`config.mk`:
```
export PLATFORM = sky130hd
export DESIGN_NAME = task_pulse_sequencer
export DESIGN_NICKNAME = d
export VERILOG_FILES = /design/src/rtl/task_pulse_sequencer_pkg.sv /design/src/rtl/task_down_counter.sv /design/src/rtl/task_pulse_sequencer.sv
export SDC_FILE = /design/constraint.sdc
export NUM_CORES = 1
export LEC_CHECK = 0
export BUFFER_PORTS_ARGS = -buffer_cell sky130_fd_sc_hd__clkbuf_2
export CAP_MARGIN = 20
export CORE_MARGIN = 3
export CORE_UTILIZATION = 25
export DETAILED_ROUTE_END_ITERATION = 10
export PLACE_DENSITY = 0.45
export SYNTH_ARGS = -nofsm -noshare
export SYNTH_HDL_FRONTEND = slang
export SYNTH_SLANG_ARGS = --single-unit
```
`constraint.sdc`:
```
create_clock -name CLK -period 2.7 [get_ports CLK]
set_input_delay 0.135 -clock CLK [delete_from_list [all_inputs] [get_ports CLK]]
set_output_delay 0.135 -clock CLK [all_outputs]
set_load 0.02 [all_outputs]
```
`src/rtl/task_pulse_sequencer_pkg.sv`:
```
// Shared types and default widths for the task pulse sequencer.
package task_pulse_sequencer_pkg;

  localparam int unsigned CNT_WIDTH_DEF = 16;
  localparam int unsigned REP_WIDTH_DEF = 8;

  typedef enum logic [2:0] {
    ST_IDLE  = 3'd0,
    ST_WAIT  = 3'd1,
    ST_PULSE = 3'd2,
    ST_SPACE = 3'd3,
    ST_DONE  = 3'd4
  } state_e;

endpackage

```
`src/rtl/task_down_counter.sv`:
```
// Loadable down-counter shared by the delay, width and gap phases; expires at zero.
module task_down_counter #(
  parameter int unsigned WIDTH = 16
) (
  input  logic             CLK,
  input  logic             RESET_N,
  input  logic             load,
  input  logic [WIDTH-1:0] load_val,
  output logic             expired_c
);

  logic [WIDTH-1:0] cnt_q;

  always_ff @(posedge CLK) begin
    if (!RESET_N) begin
      cnt_q <= '0;
    end else if (load) begin
      cnt_q <= load_val;
    end else if (cnt_q != '0) begin
      cnt_q <= cnt_q - WIDTH'(1);
    end
  end

  assign expired_c = (cnt_q == '0);

endmodule

```
`src/rtl/task_pulse_sequencer.sv`:
```
// Destination-domain task executor: delay, then a train of pulses, then a one-cycle TASK_DONE.
module task_pulse_sequencer
  import task_pulse_sequencer_pkg::*;
#(
  parameter int unsigned CNT_WIDTH = CNT_WIDTH_DEF,
  parameter int unsigned REP_WIDTH = REP_WIDTH_DEF
) (
  input  logic                 CLK,
  input  logic                 RESET_N,
  input  logic                 START,
  input  logic                 ABORT,
  input  logic [CNT_WIDTH-1:0] DELAY,
  input  logic [CNT_WIDTH-1:0] WIDTH,
  input  logic [CNT_WIDTH-1:0] GAP,
  input  logic [REP_WIDTH-1:0] REPEAT,
  output logic                 PULSE_OUT,
  output logic                 BUSY,
  output logic                 TASK_DONE,
  output logic                 ABORTED
);

  state_e               state_q, state_nxt;
  logic [CNT_WIDTH-1:0] width_q, gap_q;
  logic [REP_WIDTH-1:0] rep_q, pulse_cnt_q;
  logic                 cnt_load, cnt_exp, abort_nxt, start_acc, pulse_inc;
  logic [CNT_WIDTH-1:0] cnt_val;

  // A zero width still produces a one-cycle pulse.
  function automatic logic [CNT_WIDTH-1:0] width_m1(input logic [CNT_WIDTH-1:0] w);
    return (w == '0) ? '0 : w - CNT_WIDTH'(1);
  endfunction

  task_down_counter #(.WIDTH(CNT_WIDTH)) u_cnt (
    .CLK      (CLK),
    .RESET_N  (RESET_N),
    .load     (cnt_load),
    .load_val (cnt_val),
    .expired_c(cnt_exp)
  );

  always_comb begin
    state_nxt = state_q;
    cnt_load  = 1'b0;
    cnt_val   = '0;
    abort_nxt = 1'b0;
    start_acc = 1'b0;
    pulse_inc = 1'b0;
    case (state_q)
      ST_IDLE: begin
        if (START && !ABORT) begin
          start_acc = 1'b1;
          if (REPEAT == '0) begin
            state_nxt = ST_DONE;
          end else if (DELAY != '0) begin
            state_nxt = ST_WAIT;
            cnt_load  = 1'b1;
            cnt_val   = DELAY - CNT_WIDTH'(1);
          end else begin
            state_nxt = ST_PULSE;
            cnt_load  = 1'b1;
            cnt_val   = width_m1(WIDTH);
          end
        end
      end
      ST_WAIT, ST_SPACE: begin
        if (ABORT) begin
          state_nxt = ST_DONE;
          abort_nxt = 1'b1;
        end else if (cnt_exp) begin
          state_nxt = ST_PULSE;
          cnt_load  = 1'b1;
          cnt_val   = width_m1(width_q);
        end
      end
      ST_PULSE: begin
        if (ABORT) begin
          state_nxt = ST_DONE;
          abort_nxt = 1'b1;
        end else if (cnt_exp) begin
          pulse_inc = 1'b1;
          if (pulse_cnt_q == rep_q - REP_WIDTH'(1)) begin
            state_nxt = ST_DONE;
          end else if (gap_q != '0) begin
            state_nxt = ST_SPACE;
            cnt_load  = 1'b1;
            cnt_val   = gap_q - CNT_WIDTH'(1);
          end else begin
            cnt_load  = 1'b1;
            cnt_val   = width_m1(width_q);
          end
        end
      end
      ST_DONE: state_nxt = ST_IDLE;
      default: state_nxt = ST_IDLE;
    endcase
  end

  // Outputs are registered from the next state so they align with the state register.
  always_ff @(posedge CLK) begin
    if (!RESET_N) begin
      state_q     <= ST_IDLE;
      width_q     <= '0;
      gap_q       <= '0;
      rep_q       <= '0;
      pulse_cnt_q <= '0;
      PULSE_OUT   <= 1'b0;
      BUSY        <= 1'b0;
      TASK_DONE   <= 1'b0;
      ABORTED     <= 1'b0;
    end else begin
      state_q <= state_nxt;
      if (start_acc) begin
        width_q     <= WIDTH;
        gap_q       <= GAP;
        rep_q       <= REPEAT;
        pulse_cnt_q <= '0;
      end else if (pulse_inc) begin
        pulse_cnt_q <= pulse_cnt_q + REP_WIDTH'(1);
      end
      PULSE_OUT <= (state_nxt == ST_PULSE);
      BUSY      <= (state_nxt != ST_IDLE);
      TASK_DONE <= (state_nxt == ST_DONE);
      ABORTED   <= abort_nxt;
    end
  end

endmodule
```
-- Yosys cells after proc, flatten, opt, wreduce, memory -nomap -nowiden
Cells that the tools add are included.
- logic and storage cells: 76
- flip-flop bits (word level): 71
- bits of input ports: 60
- output and inout port bits: 4
- muxes and demuxes: 36
- reductions and logical operators: 16
- bitwise operators: 1
- add/sub/neg operators: 7
- equality and inequality tests: 6
- operator list (kind ; number):
    two-way mux 16 bit ; 13
    subtractor 16 x 1 -> 16 bit (second input constant) ; 5
    zero test 16 bit ; 3
    case mux 16 bit (3 select lines) ; 1
    nonzero test 16 bit ; 3
    two-way mux 3 bit ; 8
    two-way mux 1 bit ; 11
    == test 3 x 2 -> 1 bit (second input constant) ; 3
    case mux 3 bit (3 select lines) ; 1
    adder 8 x 1 -> 8 bit (second input constant) ; 1
    == test 8 bit ; 1
    zero test 8 bit ; 1
    subtractor 8 x 1 -> 8 bit (second input constant) ; 1
    OR reduction 2 bit ; 2
    == test 3 x 1 -> 1 bit (second input constant) ; 1
    == test 3 bit (second input constant) ; 1
    zero test 3 bit ; 1
    case mux 1 bit (3 select lines) ; 1
    nonzero test 3 bit ; 1
    OR reduction 3 bit ; 1
    two-way mux 2 bit ; 1
    AND reduction 2 bit ; 1
    nonzero test 2 bit ; 1
    logical AND 1 bit ; 1
    other kinds (2) ; 2

-- Depth between registers and ports, before layout
- word-level depth: 8
- gate-level depth with buffers: 12
- depth with buffers taken out: 9

-- Cells and area by module
A second synthesis with hierarchy kept.
- cells, all modules: 686
- area total of the unflattened synthesis: 5018.6 µm²
- modules (own cells, without submodules) (module ; instances ; cells an instance ; seq. area each (µm²) ; area an instance (µm²)):
    task_pulse_sequencer ; 1 ; 574 ; 1101.1 ; 4105.2
    task_down_counter ; 1 ; 112 ; 320.3 ; 913.4

-- Worst setup path before layout
OpenSTA, ideal clock, no wires.
- path kind: reg-to-reg
- start point: reg rep_q[0]
- end point: reg u_cnt.cnt_q[8]
- path buffers: 3
- data arrival time: 2770 ps
- period minus slack after synthesis: 2902 ps
- library setup time: 131 ps
- setup slack: -202 ps
- cell stages (with the launch flop): 13
- cell sequence: dfxtp_1 clkbuf_1 inv_1 ha_1 o21ba_1 a221o_1 a2111oi_2 o211ai_2 and2_1 buf_2 o41ai_2 buf_6 a221oi_1
- cells in the longest elaborated chain, start to end: 7
- ends and longest elaborated chain (what ; RTL line ; text):
    start, declared ; task_pulse_sequencer.sv:24 ; logic [REP_WIDTH-1:0] rep_q, pulse_cnt_q;
    start signal, assigned ; task_pulse_sequencer.sv:104 ; rep_q <= '0;
    start signal, assigned ; task_pulse_sequencer.sv:115 ; rep_q <= REPEAT;
    subtractor 8 x 1 -> 8 bit (*) ; task_pulse_sequencer.sv:81 ; if (pulse_cnt_q == rep_q - REP_WIDTH'(1)) begin
    == test 8 bit (*) ; task_pulse_sequencer.sv:81 ;
    two-way mux 16 bit / two-way mux 1 bit (equally long branches) ; task_pulse_sequencer.sv:81 ;
    two-way mux 16 bit / two-way mux 1 bit (equally long branches) ; task_pulse_sequencer.sv:79 ; end else if (cnt_exp) begin
    two-way mux 16 bit / two-way mux 1 bit (equally long branches) ; task_pulse_sequencer.sv:76 ; if (ABORT) begin
    case mux 16 bit (3 select lines) / case mux 1 bit (3 select lines) (equally long branches) ; task_pulse_sequencer.sv:48 ; case (state_q)
    two-way mux 16 bit / nonzero test 2 bit (equally long branches) ; n/a ;
    end signal, assigned ; task_down_counter.sv:18 ; cnt_q <= load_val;
    end signal, assigned ; task_down_counter.sv:20 ; cnt_q <= cnt_q - WIDTH'(1);
    end, declared ; task_down_counter.sv:12 ; logic [WIDTH-1:0] cnt_q;
Mark *: on every way between the ends. The rest lies on a longest branch, timed or not.
A chain may end at the register's enable or synchronous reset.

-- Final worst setup path
- start point: reg gap_q[1]
- end point: reg u_cnt.cnt_q[5]
- cells in the longest elaborated chain, start to end: 7
- ends and longest elaborated chain (what ; RTL line ; text):
    start, declared ; task_pulse_sequencer.sv:23 ; logic [CNT_WIDTH-1:0] width_q, gap_q;
    start signal, assigned ; task_pulse_sequencer.sv:103 ; gap_q <= '0;
    start signal, assigned ; task_pulse_sequencer.sv:114 ; gap_q <= GAP;
    subtractor 16 x 1 -> 16 bit / nonzero test 16 bit (equally long branches) ; task_pulse_sequencer.sv:86, task_pulse_sequencer.sv:83 ;
    two-way mux 16 bit (*) ; task_pulse_sequencer.sv:83 ; end else if (gap_q != '0) begin
    two-way mux 16 bit (*) ; task_pulse_sequencer.sv:81 ;
    two-way mux 16 bit (*) ; task_pulse_sequencer.sv:79 ;
    two-way mux 16 bit (*) ; task_pulse_sequencer.sv:76 ;
    case mux 16 bit (3 select lines) (*) ; task_pulse_sequencer.sv:48 ;
    two-way mux 16 bit (*) ; task_down_counter.sv:17 ; end else if (load) begin
Marks and branches as above.

==> reports/metrics.csv <==
stage,metric,value,unit
finish,nNetsFinal,820,
worst_setup_path,cp.required,2.96,ns
worst_setup_path,rr_startpoint,gap_q[1],
routing,drt_iter0_drc,374,
run_status,status,finished clean,
yosys,synth.distinct_cells,67,
yosys,syn_inst,661,
finish,regArea,1420,um^2
die,pin_count,64,
global_route,overflow,0,
place,place_inst,997,
clock_tree,cts_hold_buf,0,
routing,firstDrtPassIters,5,
yosys,syn-num-nets,730,
yosys,synth_ff_type,dfxtp_1,
timing,rsz0062_at_grt,no,
min_path,hold_path_end,gap_q[11],
clock_tree,cts_tree,done,
finish,final_common_cell,nand2_1,
timing,period_needed,2.53,ns
yosys,yosysSeqAreaShare,28.9,%
yosys,synth_seq_cells,71,
worst_setup_path,r2r_slack,0.17,ns
timing,layout_worst_path_cycle_share,93.8,%
timing,setup_viol_count_final,0,
global_route,grt_max_degree,46,
routing,met1_length,8.16,mm
routing,drcViolationCount,0,
finish,syn2layout_area_growth,24.6,%
worst_setup_path,crit_path_end_kind,flop,
routing,routed.top_layer,met4,
min_path,hold_depth,3,
worst_setup_path,rr_endpoint,u_cnt.cnt_q[5],
power,power.density,662,nW/um^2
clock_tree,clock_latency,0.34,ns
yosys,postSynthAreaPerCell,7.44,um^2
worst_setup_path,slowest_stage,or4b_1,
clock_tree,root_buffer,clkbuf_16,
yosys,synth_edf_count,0,
timing,max_freq,0.395,GHz
finish,multi_input_area,3330,um^2
worst_setup_path,rr_worst_depth,8,
timing,tightest_slew,0.824,ns
clock_tree,cts_buffers,9,
clock_tree,clock-sinks,71,
timing,finalMaxSlewViolations,0,
global_route,grt_pass1_vias,4706,
die,die_area,21400,um^2
clock_tree,clk_pin_slew,0.06,ns
routing,postRouteAntennaNets,0,
place,pre_cts_ws,0.0255,ns
routing,wl_per_cell,15.9,um
routing,route.vias.total,4917,
worst_setup_path,crit_chain,"inv_1, ha_1, or4b_1, or2_2, or3_1, a21boi_0, a211oi_2, a211oi_1",
finish,antennaDiodeCount,0,
worst_setup_path,cp_slowest_stage_delay,0.47,ns
timing,fin_skew,0.00604,ns
worst_setup_path,arrival,2.79,ns
routing,met3_length,545,um
yosys,async_flop_share,0,%
die,die_w,146,um
min_path,hold_path_class,primary input to flop,
die,num_rows,50,
finish,drive_gt1_share,19.4,%
clock_tree,htreeDepth,3,
worst_setup_path,path_max_fanout,4,
finish,final_cells,1016,
finish,fill_cells,2151,
power,leakage,2.39,nW
routing,wirelength,16.2,mm
timing,setup_ws,0.167,ns
power,power,4.06,mW
die,start_util,25.9,%
timing,slew-limit-headroom,45.0,%
routing,via_per_inst,4.84,
routing,met2_length,7.29,mm
finish,final_cell_mix,"nand2_1, dfxtp_1, nor2_1, a21oi_1, clkbuf_2",
global_route,grt_first_pass_wirelength,25.6,mm
yosys,yosys_warnings,0,
global_route,antenna_found_initial,0,
place,hpwl,12.6,mm
finish,final_util,32.2,%
die,die_h,146,um
global_route,grt_usage,14.7,%
worst_setup_path,path_class,flop to flop,
yosys,synthesis.area,4920,um^2
worst_setup_path,worst_setup_path_start_kind,flop,
clock_tree,cts.path.max_buffers,2,
min_path,min_from,GAP[11],
job,max_cap_viol_count,0,
power,irDropWorstVdd,0.351,mV
die,coreArea,19000,um^2
place,gp_congestion,0.879,
timing,finalHoldViolCount,0,
place,portBuffers,63,
timing,setup-tns-final,0,ns
[where the power goes]
part	internal [mW]	switching [mW]	total, mW	leakage [nW]
Combinational	0.641	0.815	1.46	1.66
Clock	0.810	0.483	1.29	0.148
Sequential	1.17	0.136	1.31	0.580
Total	2.62	1.43	4.06	2.39
[through the flow]
stage	hold slack [ns]	instance area [um^2]
finish	0.0128	6120
global route	0.0256	6120
CTS	0.00460	6050
detailed placement	0.371	5730
global placement	0.367	5730
floorplan	0.264	4940
[critical path: cells and delay by family, from the launching register on]
family | cells | cell delay [ns]
fa+ha+maj | 1 | 0.20
flops | 1 | 0.33
buf+inv | 1 | 0.06
compound gates | 3 | 0.70
simple gates | 3 | 1.17
[repair_timing]
action                     4_1_cts  5_1_grt
setup buffers                    0        2
gates resized for setup          0       11
setup endpoints to repair        0       14
[metal layers]
layer,vias to the layer above,global-route usage (%)
met3,10,2.76
met2,84,23.0
met4,0,3.72
met1,2268,21.0
li1,2555,-
met5,-,0
[cell families after synthesis]
| kind of cell | synth area share [%] |
|---|---|
| xor+xnor | 12.6 |
| simple gates | 30.8 |
| fa+ha+maj | 2.29 |
| compound gates | 20.1 |
| mux | 0.636 |
| buf+inv | 4.58 |
| flops | 28.9 |
[state kept, by name, indices dropped and copies added (netlist names), 3 cells and up]
signal       count
gap_q           16
pulse_cnt_q      8
rep_q            8
state_q          3
u_cnt.cnt_q     16
width_q         16
[cells in the mapped netlist, drive strengths merged, types with 10 or more instances]
cell    count  share of area [%]
xor2       33                5.9
inv        17                1.3
a21oi      63                6.4
a211oi     11                1.9
o21ai      19                1.9
nor3       26                2.6
nand3      16                1.6
or3        12                1.5
nand2     119                9.1
or4        12                1.9
xnor2      38                6.8
buf        10                1.6
dfxtp      71                 29
nor2       63                4.8
nor4       19                3.0
clkbuf     19                1.7
[cell type report]
cell class	instances	share of cell area (%)
clock buffers	9	3.68
clock inverters	7	1.57
inverters	17	1.04
multi-input cells	544	54.4
flip-flops and latches	71	23.2
well taps	260	5.31
repair buffers	108	10.8
[worst max-delay path by stage]
| stage | startpoint | to | slack [ns] |
|---|---|---|---|
| after floorplan | rep_q[0] | u_cnt.cnt_q[8] | 0.04 |
| after global placement | rep_q[0] | u_cnt.cnt_q[11] | 0.05 |
| after detailed placement | rep_q[0] | u_cnt.cnt_q[11] | 0.03 |
| after CTS | rep_q[0] | u_cnt.cnt_q[11] | 0.001 |
| after global routing | rep_q[0] | u_cnt.cnt_q[8] | 0.009 |
| final | gap_q[1] | u_cnt.cnt_q[5] | 0.17 |
(Power assumes the default switching activity.)
